--- config.mk ---
export PLATFORM = sky130hd
export DESIGN_NAME = attrib_palette
export DESIGN_NICKNAME = d
export VERILOG_FILES = /design/src/rtl/attrib_palette.sv
export SDC_FILE = /design/constraint.sdc
export NUM_CORES = 1
export LEC_CHECK = 0
export BUFFER_PORTS_ARGS = -buffer_cell sky130_fd_sc_hd__clkbuf_2
export CAP_MARGIN = 0
export CORE_UTILIZATION = 54
export DETAILED_ROUTE_END_ITERATION = 12
export HOLD_SLACK_MARGIN = 0.02
export PLACE_DENSITY = 0.73
export SYNTH_ARGS = -nofsm -noshare
export SYNTH_HDL_FRONTEND = slang
export SYNTH_SLANG_ARGS = --single-unit
--- constraint.sdc ---
create_clock -name clk -period 2.1 [get_ports clk]
set_input_delay 0.21 -clock clk [delete_from_list [all_inputs] [get_ports clk]]
set_output_delay 0.21 -clock clk [all_outputs]
set_load 0.005 [all_outputs]
--- src/rtl/attrib_palette.sv ---
// Attribute/palette stage: text or graphics index -> programmable palette -> colour,
// with character blink, cursor, overscan and sync blanking over a two-stage pipeline.
module attrib_palette #(
    parameter int PIX_BITS  = 4,
    parameter int OUT_BITS  = 6,
    parameter int BLINK_DIV = 2
) (
    input  logic                clk,
    input  logic                rst_n,
    input  logic                pal_we,
    input  logic [PIX_BITS-1:0] pal_addr,
    input  logic [OUT_BITS-1:0] pal_wdata,
    input  logic [OUT_BITS-1:0] overscan,
    input  logic                text_mode,
    input  logic                blink_enabled,
    input  logic                blink,
    input  logic [7:0]          att_byte,
    input  logic                pix_in,
    input  logic                cursor,
    input  logic [PIX_BITS-1:0] gfx_idx,
    input  logic                display_enable,
    input  logic                hsync,
    input  logic                vsync,
    input  logic                pix_valid,
    output logic [OUT_BITS-1:0] pix_out,
    output logic                pix_out_valid
);

    localparam int PAL_N = 1 << PIX_BITS;
    localparam int CNT_W = (BLINK_DIV > 1) ? $clog2(BLINK_DIV) : 1;
    localparam logic [CNT_W-1:0] CNT_MAX = CNT_W'(BLINK_DIV - 1);

    logic [OUT_BITS-1:0] pal [PAL_N];

    logic [1:0]       bhist;
    logic [CNT_W-1:0] bcnt;
    logic             cphase;
    logic             blink_rise;

    logic [3:0]          fg;
    logic [3:0]          bg;
    logic                blink_ok;
    logic                dot;
    logic [PIX_BITS-1:0] idx_d;

    logic [PIX_BITS-1:0] idx0;
    logic                border0;
    logic                blank0;
    logic                v0;

    // NOTE: the palette is a register array with a reset value, so it cannot map to RAM;
    // the identity reset is what makes the stage usable before software programs it.
    always_ff @(posedge clk or negedge rst_n) begin
        if (!rst_n) begin
            for (int i = 0; i < PAL_N; i++) begin
                pal[i] <= OUT_BITS'(i);
            end
        end else if (pal_we) begin
            pal[pal_addr] <= pal_wdata;
        end
    end

    assign blink_rise = (bhist == 2'b01);

    // NOTE: state is updated with <= so every flop samples pre-edge values; with = the
    // read of pal[idx0] in stage 1 would depend on process order during a write collision.
    always_ff @(posedge clk or negedge rst_n) begin
        if (!rst_n) begin
            bhist  <= 2'b00;
            bcnt   <= '0;
            cphase <= 1'b0;
        end else begin
            bhist <= {bhist[0], blink};
            if (blink_rise) begin
                if (bcnt == CNT_MAX) begin
                    bcnt   <= '0;
                    cphase <= ~cphase;
                end else begin
                    bcnt <= bcnt + 1'b1;
                end
            end
        end
    end

    // NOTE: every signal below is assigned on all paths, so no latch is inferred.
    always_comb begin
        fg       = att_byte[3:0];
        bg       = blink_enabled ? {1'b0, att_byte[6:4]} : att_byte[7:4];
        blink_ok = ~(blink_enabled & att_byte[7] & ~cursor) | ~cphase;
        dot      = (pix_in & blink_ok) | (cursor & blink);
        idx_d    = text_mode ? PIX_BITS'(dot ? fg : bg) : gfx_idx;
    end

    always_ff @(posedge clk or negedge rst_n) begin
        if (!rst_n) begin
            idx0    <= '0;
            border0 <= 1'b1;
            blank0  <= 1'b0;
            v0      <= 1'b0;
        end else begin
            idx0    <= idx_d;
            border0 <= ~display_enable;
            blank0  <= hsync | vsync;
            v0      <= pix_valid;
        end
    end

    // Overscan bypasses the palette; sync blanking overrides everything.
    always_ff @(posedge clk or negedge rst_n) begin
        if (!rst_n) begin
            pix_out       <= '0;
            pix_out_valid <= 1'b0;
        end else begin
            pix_out       <= blank0 ? '0 : (border0 ? overscan : pal[idx0]);
            pix_out_valid <= v0;
        end
    end

endmodule

======== Word-level counts from Yosys, hierarchy flattened ========
Index checks and enable logic that the tools add are counted.
word-level totals
  register bits after elaboration ......... 114
  input bits .............................. 40
  output and inout port bits .............. 7
  logic and storage cells ................. 57
cells by class
  $add $sub $neg .......................... 1
  magnitude comparators ................... 3
  equal/unequal tests ..................... 1
  multiplexer cells ....................... 12
  bitwise gates (word level) .............. 13
  reduce and logical (&&, ||, !) cells .... 2
operators with widths
  operator                                                               number
  96-bit bitwise mux                                                     1
  6-bit 2-to-1 mux                                                       5
  6-bit binary-select mux with 4-bit select                              1
  6-bit demux with 4-bit select                                          1
  4-bit 2-to-1 mux                                                       3
  5-bit >= comparator (second input constant)                            2
  4-bit NOT with 5-bit output                                            2
  5-bit by 1-bit < comparator with 1-bit output (second input constant)  1
  1-bit bitwise AND                                                      4
  1-bit NOT                                                              4
  1-bit bitwise OR                                                       3
  2-bit by 1-bit == test with 1-bit output (second input constant)       1
  2-bit AND reduction                                                    1
  1-bit adder (second input constant)                                    1
  1-bit logical AND                                                      1
  1-bit 2-to-1 mux                                                       1

======== Logic depth before layout (Yosys ltp) ========
Gate-level depths: netlist of run 1.
  depth in word-level cells ............... 8
  depth in mapped cells ................... 7
  gate-level depth less buffers ........... 4

======== Worst setup path after synthesis of run 1 ========
OpenSTA, ideal clock, no wires.
  path kind ............................... reg-to-reg
  from .................................... reg idx0[2]
  to ...................................... reg pix_out[1]
  setup time .............................. 124 ps
  arrival time ............................ 1218 ps
  data required time ...................... 1976 ps
  path slack .............................. 758 ps
  cell stages (with the launch flop) ...... 8
  path buffers ............................ 3
  period minus slack after synthesis ...... 1342 ps
  cells stage by stage .................... dfrtp_1 -> clkbuf_1 -> buf_4 -> buf_4 -> mux2i_1 -> a22oi_1 -> nand3_1 -> nand3_1
on the way
  longest elaborated chain between the ends .. 6
ends and longest elaborated chain
  item                                                 line  text
  start: declaration                                   46    logic [PIX_BITS-1:0] idx0;
  start signal: assignment                             101   idx0 <= idx_d;
  4-bit NOT with 5-bit output (not written as such)    114   pix_out <= blank0 ? '0 : (border0 ? overscan : pal[idx0]);
  6-bit binary-select mux with 4-bit select            114
  6-bit 2-to-1 mux (not written as such) (2 in a row)  114
  6-bit 2-to-1 mux (2 in a row)                        114
  end signal: assignment                               114
  end: declaration                                     25    output logic [OUT_BITS-1:0] pix_out,
No other way between the ends. The select of a mux whose other input is x is not followed.
A chain may end at the register's enable or synchronous reset.

======== Worst setup path in the final report of run 1 ========
  from .................................... reg cphase
  to ...................................... reg idx0[2]
on the way
  longest elaborated chain between the ends .. 6
ends and longest elaborated chain
  item                           line  text
  start: declaration             37    logic cphase;
  start signal: assignment       77    cphase <= ~cphase;
  1-bit NOT                      89    blink_ok = ~(blink_enabled & att_byte[7] & ~cursor) | ~cphase;
  1-bit bitwise OR               89
  1-bit bitwise AND              90    dot = (pix_in & blink_ok) | (cursor & blink);
  1-bit bitwise OR               90
  4-bit 2-to-1 mux (2 in a row)  91    idx_d = text_mode ? PIX_BITS'(dot ? fg : bg) : gfx_idx;
  via idx_d[2]                   44    logic [PIX_BITS-1:0] idx_d;
The timed path passes the listed nets, and every way through them passes these cells.

==> results of run 1 <==
how the worst min path moves through the flow:
stage / start / endpoint / slack, ps / depth (start not counted)
finish: rst_n / pal[44]$_DFFE_PN0P_ / 200 / 2
CTS: rst_n / pal[44]$_DFFE_PN0P_ / 200 / 2
global route: rst_n / pal[44]$_DFFE_PN0P_ / 220 / 2
global placement: rst_n / pal[22]$_DFFE_PN0P_ / 190 / 1
floorplan: rst_n / bcnt$_DFFE_PN0N_ / -90 / 0
detailed placement: rst_n / pal[22]$_DFFE_PN0P_ / 190 / 1
cell usage in the layout (no fill, tap or decap), drive strengths merged:
cell,netlist,routed
xnor2,2,2
nand3,13,13
clkinv,0,5
or2,1,1
dfstp,33,33
bufinv,0,2
or3,3,3
dfrtp,81,81
clkbuf,16,69
nor2,15,15
a31oi,1,1
nor2b,4,4
inv,2,2
nand4,6,6
nand2b,6,6
and2,1,1
buf,8,12
nand3b,4,4
dlygate4sd3,0,22
nand2,27,27
clkinvlp,0,1
mux2i,51,51
a41oi,1,1
nor3b,2,2
a22oi,12,12
mux2,96,96
a21oi,10,10
worst max-delay path, cell delays in order (launching register included):
cell and delay (ps):
dfrtp_1 380, a41oi_1 480, mux2i_1 290, a21oi_1 100
dlygate4sd3_1 560
kinds of logic (layout without fill, tap and decap cells):
| logic type | count (synthesis) | count (layout) |
|---|---|---|
| multiplexers | 147 | 147 |
| flip-flops | 114 | 114 |
| AND/OR/NAND/NOR | 82 | 82 |
| buffers and inverters | 26 | 113 |
| AO/OA/AOI/OAI | 24 | 24 |
| XOR/XNOR | 2 | 2 |
per-layer routing:
| metal | routed length [um] | share of wire | global-route usage | up-vias |
|---|---|---|---|---|
| li1 | - | - | - | 1555 |
| met1 | 5220 | 0.44 | 0.337 | 1737 |
| met2 | 5770 | 0.49 | 0.417 | 95 |
| met3 | 449 | 0.038 | 0.0543 | 24 |
| met4 | 308 | 0.026 | 0.117 | 0 |
| met5 | 0 | 0 | 0 | - |
where the power goes:
| part | switching (mW) | internal, mW | total [mW] | leakage (nW) |
|---|---|---|---|---|
| Combinational | 0.487 | 0.601 | 1.09 | 1.28 |
| Sequential | 0.250 | 2.78 | 3.03 | 1.34 |
| Clock | 0.966 | 1.84 | 2.81 | 0.291 |
through the flow:
| stage | power (mW) | worst slack (ps) | std cells | utilization |
|---|---|---|---|---|
| after floorplan | 3.73 | 758 | 395 | - |
| after global placement | 4.02 | 490 | 557 | 0.604 |
| after detailed placement | 4.09 | 433 | 557 | 0.604 |
| after CTS | 6.95 | 233 | 611 | 0.692 |
| after global routing | 7.19 | 14.4 | 611 | 0.692 |
| final | 6.92 | 152 | 611 | 0.692 |
flip-flops by register name, indices dropped and copies added, names as in the netlist:
signal and flops:
pix_out 6, pix_out_valid 1, blank0 1, idx0 4, cphase 1, border0 1
pal 96, bhist 2, v0 1, bcnt 1
final cells by class:
class,instances,area share
Multi-Input combinational cell,255,0.338
Tap cell,129,0.0253
Clock inverter,8,0.0157
Clock buffer,24,0.0767
Timing Repair Buffer,79,0.0897
Sequential cell,114,0.453
Inverter,2,0.00117
==> flow_summary.toml, run 1 <==
[placement]
place_congestion = 0.885
dp_hpwl_mm = 7.53
postPlaceCellArea_mm2 = 0.00558
port-buffer-count = 46

[clock_network]
cts_root_buffer = "clkbuf_8"
clock_sinks = 114
cts_buffer_depth = 2
cts_made_buffers = 17
clk_latency_ps = 520
post_cts.repair.setup_buffers = 0
hold_buffers = 22
cts-resized-gates = 0
clk_pin_slew_ps = 50
cts_tree = "yes"
h-tree-depth = 4

[sta]
hold_ws_ps = 200
max_freq_ghz = 0.513
fin_crit_ps = 1950
finalCritPeriodShare = 0.928
skew_ps = 11.5
setup-tns-final_ps = 0
setup_violations = 0
grt_setup_unrepaired = "no"
hold_viol_final = 0
maxSlewHeadroom = 0.542
slew_viol_final = 0
tightest_slew_ps = 686

[synth]
ys_seq_area_frac = 0.560
synthCells = 395
synthArstFlopShare = 1.00
ys_types = 26
yosysMostFrequentCell = "mux2_2"
synth_area_leaders = "dfrtp_1, mux2_2, dfstp_2, mux2i_1, nand2_1"
synth-xor-area-share = 0.00339
synthAdderAreaFrac = 0
synthMuxAreaShare = 0.308
synthFlopType = "dfrtp_1"
synth-compound-area-share = 0.0300
yosys_register_bits = 114
yosysTopAreaCellShare = 0.392
yosys.area.top_type = "dfrtp_1"
synthTopCellsByCount = "mux2_2, dfrtp_1, mux2i_1"
synth-edff-count = 0
yosys.area_share.simple = 0.0772
syn_area_mm2 = 0.00517
yosys_warnings = 0
synth_nets = 435
syn_area_per_cell_um2 = 13.1
synth_top_family_by_area = "multiplexers"

[drt]
ant_nets = 0
drtIter0Drc = 134
vias_per_cell = 5.58
wirelength_mm = 11.8
drcViolationCount = 0
route.vias.total = 3411
first_pass_iters = 4
wl_per_cell_um = 19.2

[floorplan]
die_w_um = 99.9
die_area_mm2 = 0.00997
core-area_mm2 = 0.00924
die_y_um = 99.9
rows = 35
start_util = 0.560
pin_count = 47

[setup_path]
critPathKind = "reg2reg"
worst_setup_path_end_kind = "flip-flop"
rr_endpoint = "idx0[2]$_DFF_PN0_"
worstPathArrival_ps = 2340
crit_start = "cphase$_DFFE_PN0P_"
start_kind = "flip-flop"
cp.required_ps = 2490
crit_fanout = 4
r2r-start = "cphase$_DFFE_PN0P_"
regToRegSetupSlack_ps = 150
reg2reg_depth = 4
crit_end = "idx0[2]$_DFF_PN0_"

[pwr]
peakVddDrop_v = 0.000602
leakagePower_nw = 2.91
p_per_area_mw_per_mm2 = 1080

[layout]
multi_input_area_mm2 = 0.00216
syn_to_final_growth_pct = 23.6
drive_gt1_frac = 0.440
seqCellArea_mm2 = 0.00290
fillers = 660
fin_nets = 509
final_area_mm2 = 0.00639
diodes = 0

[worst_hold_path]
min_path_type = "in2async"

[grt]
grt.total_usage = 0.258
grt_pass1_vias = 3529
grt_max_degree = 43
antenna_found_initial = 0
grt-ovfl-total = 0
grt_pass1_wl_mm = 18.9

[status]
status = "completed"

[job]
max_cap_violations = 0
(Power assumes the default switching activity.)
==> run 2: changes to the inputs <==
CORE_UTILIZATION = 55   (was 54)
PLACE_DENSITY = 0.75   (was 0.73)
==> run 2 against run 1 <==
Global-route usage rose by 0.32 points. Core utilization shrank 0.30 points. Die area shrank 1.8%. Via count grew 0.85%. Maximum frequency rose by 3.8%. Critical endpoint unchanged. First-iteration DRC count grew 71%. Largest power group unchanged. Highest routed layer unchanged.
==> flow_summary.toml, run 2 (synthesized netlist as in run 1, its figures left out) <==
[sta]
tightest_slew_ps = 755
grt_setup_unrepaired = "no"
skew_ps = 7.76
hold_viol_final = 0
maxSlewHeadroom = 0.496
finalCritPeriodShare = 0.894
max_freq_ghz = 0.533
fin_crit_ps = 1880
fin_ws_ps = 222
setup_violations = 0
setup-tns-final_ps = 0
slew_viol_final = 0

[drt]
drcViolationCount = 0
wl_per_cell_um = 19.5
route.vias.total = 3440
first_pass_iters = 4
wirelength_mm = 11.5
vias_per_cell = 5.82
ant_nets = 0
drtIter0Drc = 229

[placement]
dp_slack_ps = 450
port-buffer-count = 46
dp_hpwl_mm = 7.59
place_congestion = 0.865
dp_cells = 540

[floorplan]
die_w_um = 99.0
pin_count = 47
core-area_mm2 = 0.00915
rows = 35
start_util = 0.565
die_area_mm2 = 0.00979
die_y_um = 99.0

[pwr]
intPower_mw = 5.08
peakVddDrop_v = 0.000562
power_frac_clock = 0.389
power_mw = 6.75
switchingPower_mw = 1.66
p_per_area_mw_per_mm2 = 1070
pwr-share-seq = 0.450
swShare = 0.247
leakagePower_nw = 2.88
pwr-share-comb = 0.161

[setup_path]
worstPathArrival_ps = 2260
start_kind = "flip-flop"
r2r-start = "cphase$_DFFE_PN0P_"
critPathKind = "reg2reg"
regToRegSetupSlack_ps = 220
rr_endpoint = "idx0[2]$_DFF_PN0_"
reg2reg_depth = 4
crit_start = "cphase$_DFFE_PN0P_"
worst_setup_path_end_kind = "flip-flop"
cp.required_ps = 2480
crit_fanout = 4

[status]
status = "completed"

[clock_network]
cts-resized-gates = 0
cts_made_buffers = 17
cts_tree = "yes"
clock_sinks = 114
h-tree-depth = 4
cts_root_buffer = "clkbuf_8"
clk_latency_ps = 510
cts_buffer_depth = 2
post_cts.repair.setup_buffers = 0
clk_pin_slew_ps = 50

[grt]
grt_pass1_wl_mm = 18.9
grt_max_degree = 55
antenna_found_initial = 0
grt.total_usage = 0.261
grt_pass1_vias = 3565
grt-ovfl-total = 0

[layout]
largest_reg_flops = 96
fin_cells = 591
fillers = 626
drive_gt1_frac = 0.438
diodes = 0
final_common_cell = "mux2_2"
syn_to_final_growth_pct = 21.9
top_register = "pal"
final_util = 0.689
fin_nets = 508
final_cell_mix = "mux2_2, dfrtp_1, mux2i_1"
top_regs = "pal: 96 flops, pix_out: 6 flops, idx0: 4 flops"

[worst_hold_path]
min_path_type = "in2async"

[job]
max_cap_violations = 0
[run 2: changes by cell type in the layout (fill, tap and decap cells not counted), sizes merged]
cell         delta
buf             +1
clkinv          -2
bufinv          -1
dlygate4sd3     -2
clkbuf          +2
[run 2: power by group through the flow]
stage                     registers, mW  clock network [mW]  logic, mW
after floorplan                    2.97                   0      0.762
after global placement             3.03                   0       1.01
after detailed placement           3.06                   0       1.04
after CTS                          3.03                2.67       1.09
after global routing               3.10                2.78       1.18
final                              3.03                2.63       1.09
[run 2: cell type report]
cell class	count	area (um2)	share of cell area
clock buffers	26	498	0.0790
well taps	111	139	0.0220
repair buffers	78	548	0.0869
multi-input cells	255	2160	0.343
clock inverters	5	52.6	0.00834
flip-flops and latches	114	2900	0.459
inverters	2	7.51	0.00119
[run 2: critical path, cell delays in order, from the launching register on]
cell,delay (ps)
dfrtp_1,390
a41oi_1,470
mux2i_1,240
a21oi_1,90
dlygate4sd3_1,570
[run 2: what timing repair did]
item | CTS | global route
hold buffers | 20 | 0
endpoints found under the setup margin | 0 | 0
hold endpoints to repair | 50 | 0
[run 2: per-stage QoR]
step           cell area (um2)  hold WS, ps
2_1_floorplan             5170        -85.6
3_3_place_gp              5550          204
3_5_place_dp              5550          208
4_1_cts                   6300          210
5_1_grt                   6300          242
6_report                  6300          216
[run 2: how the worst max path moves through the flow]
stage | slack (ps) | end
after floorplan | 760 | pix_out[1]$_DFF_PN0_
after global placement | 500 | pal[77]$_DFFE_PN0P_
after detailed placement | 450 | pal[74]$_DFFE_PN0P_
after CTS | 190 | idx0[1]$_DFF_PN0_
after global routing | 70 | idx0[1]$_DFF_PN0_
final | 220 | idx0[2]$_DFF_PN0_
[run 2: metal layers]
metal,wire (um),track usage,share of wire,vias up
li1,-,-,-,1565
met2,5650,0.413,0.49,78
met3,457,0.0596,0.040,25
met4,222,0.101,0.019,0
met1,5190,0.354,0.45,1772
met5,0,0,0,-
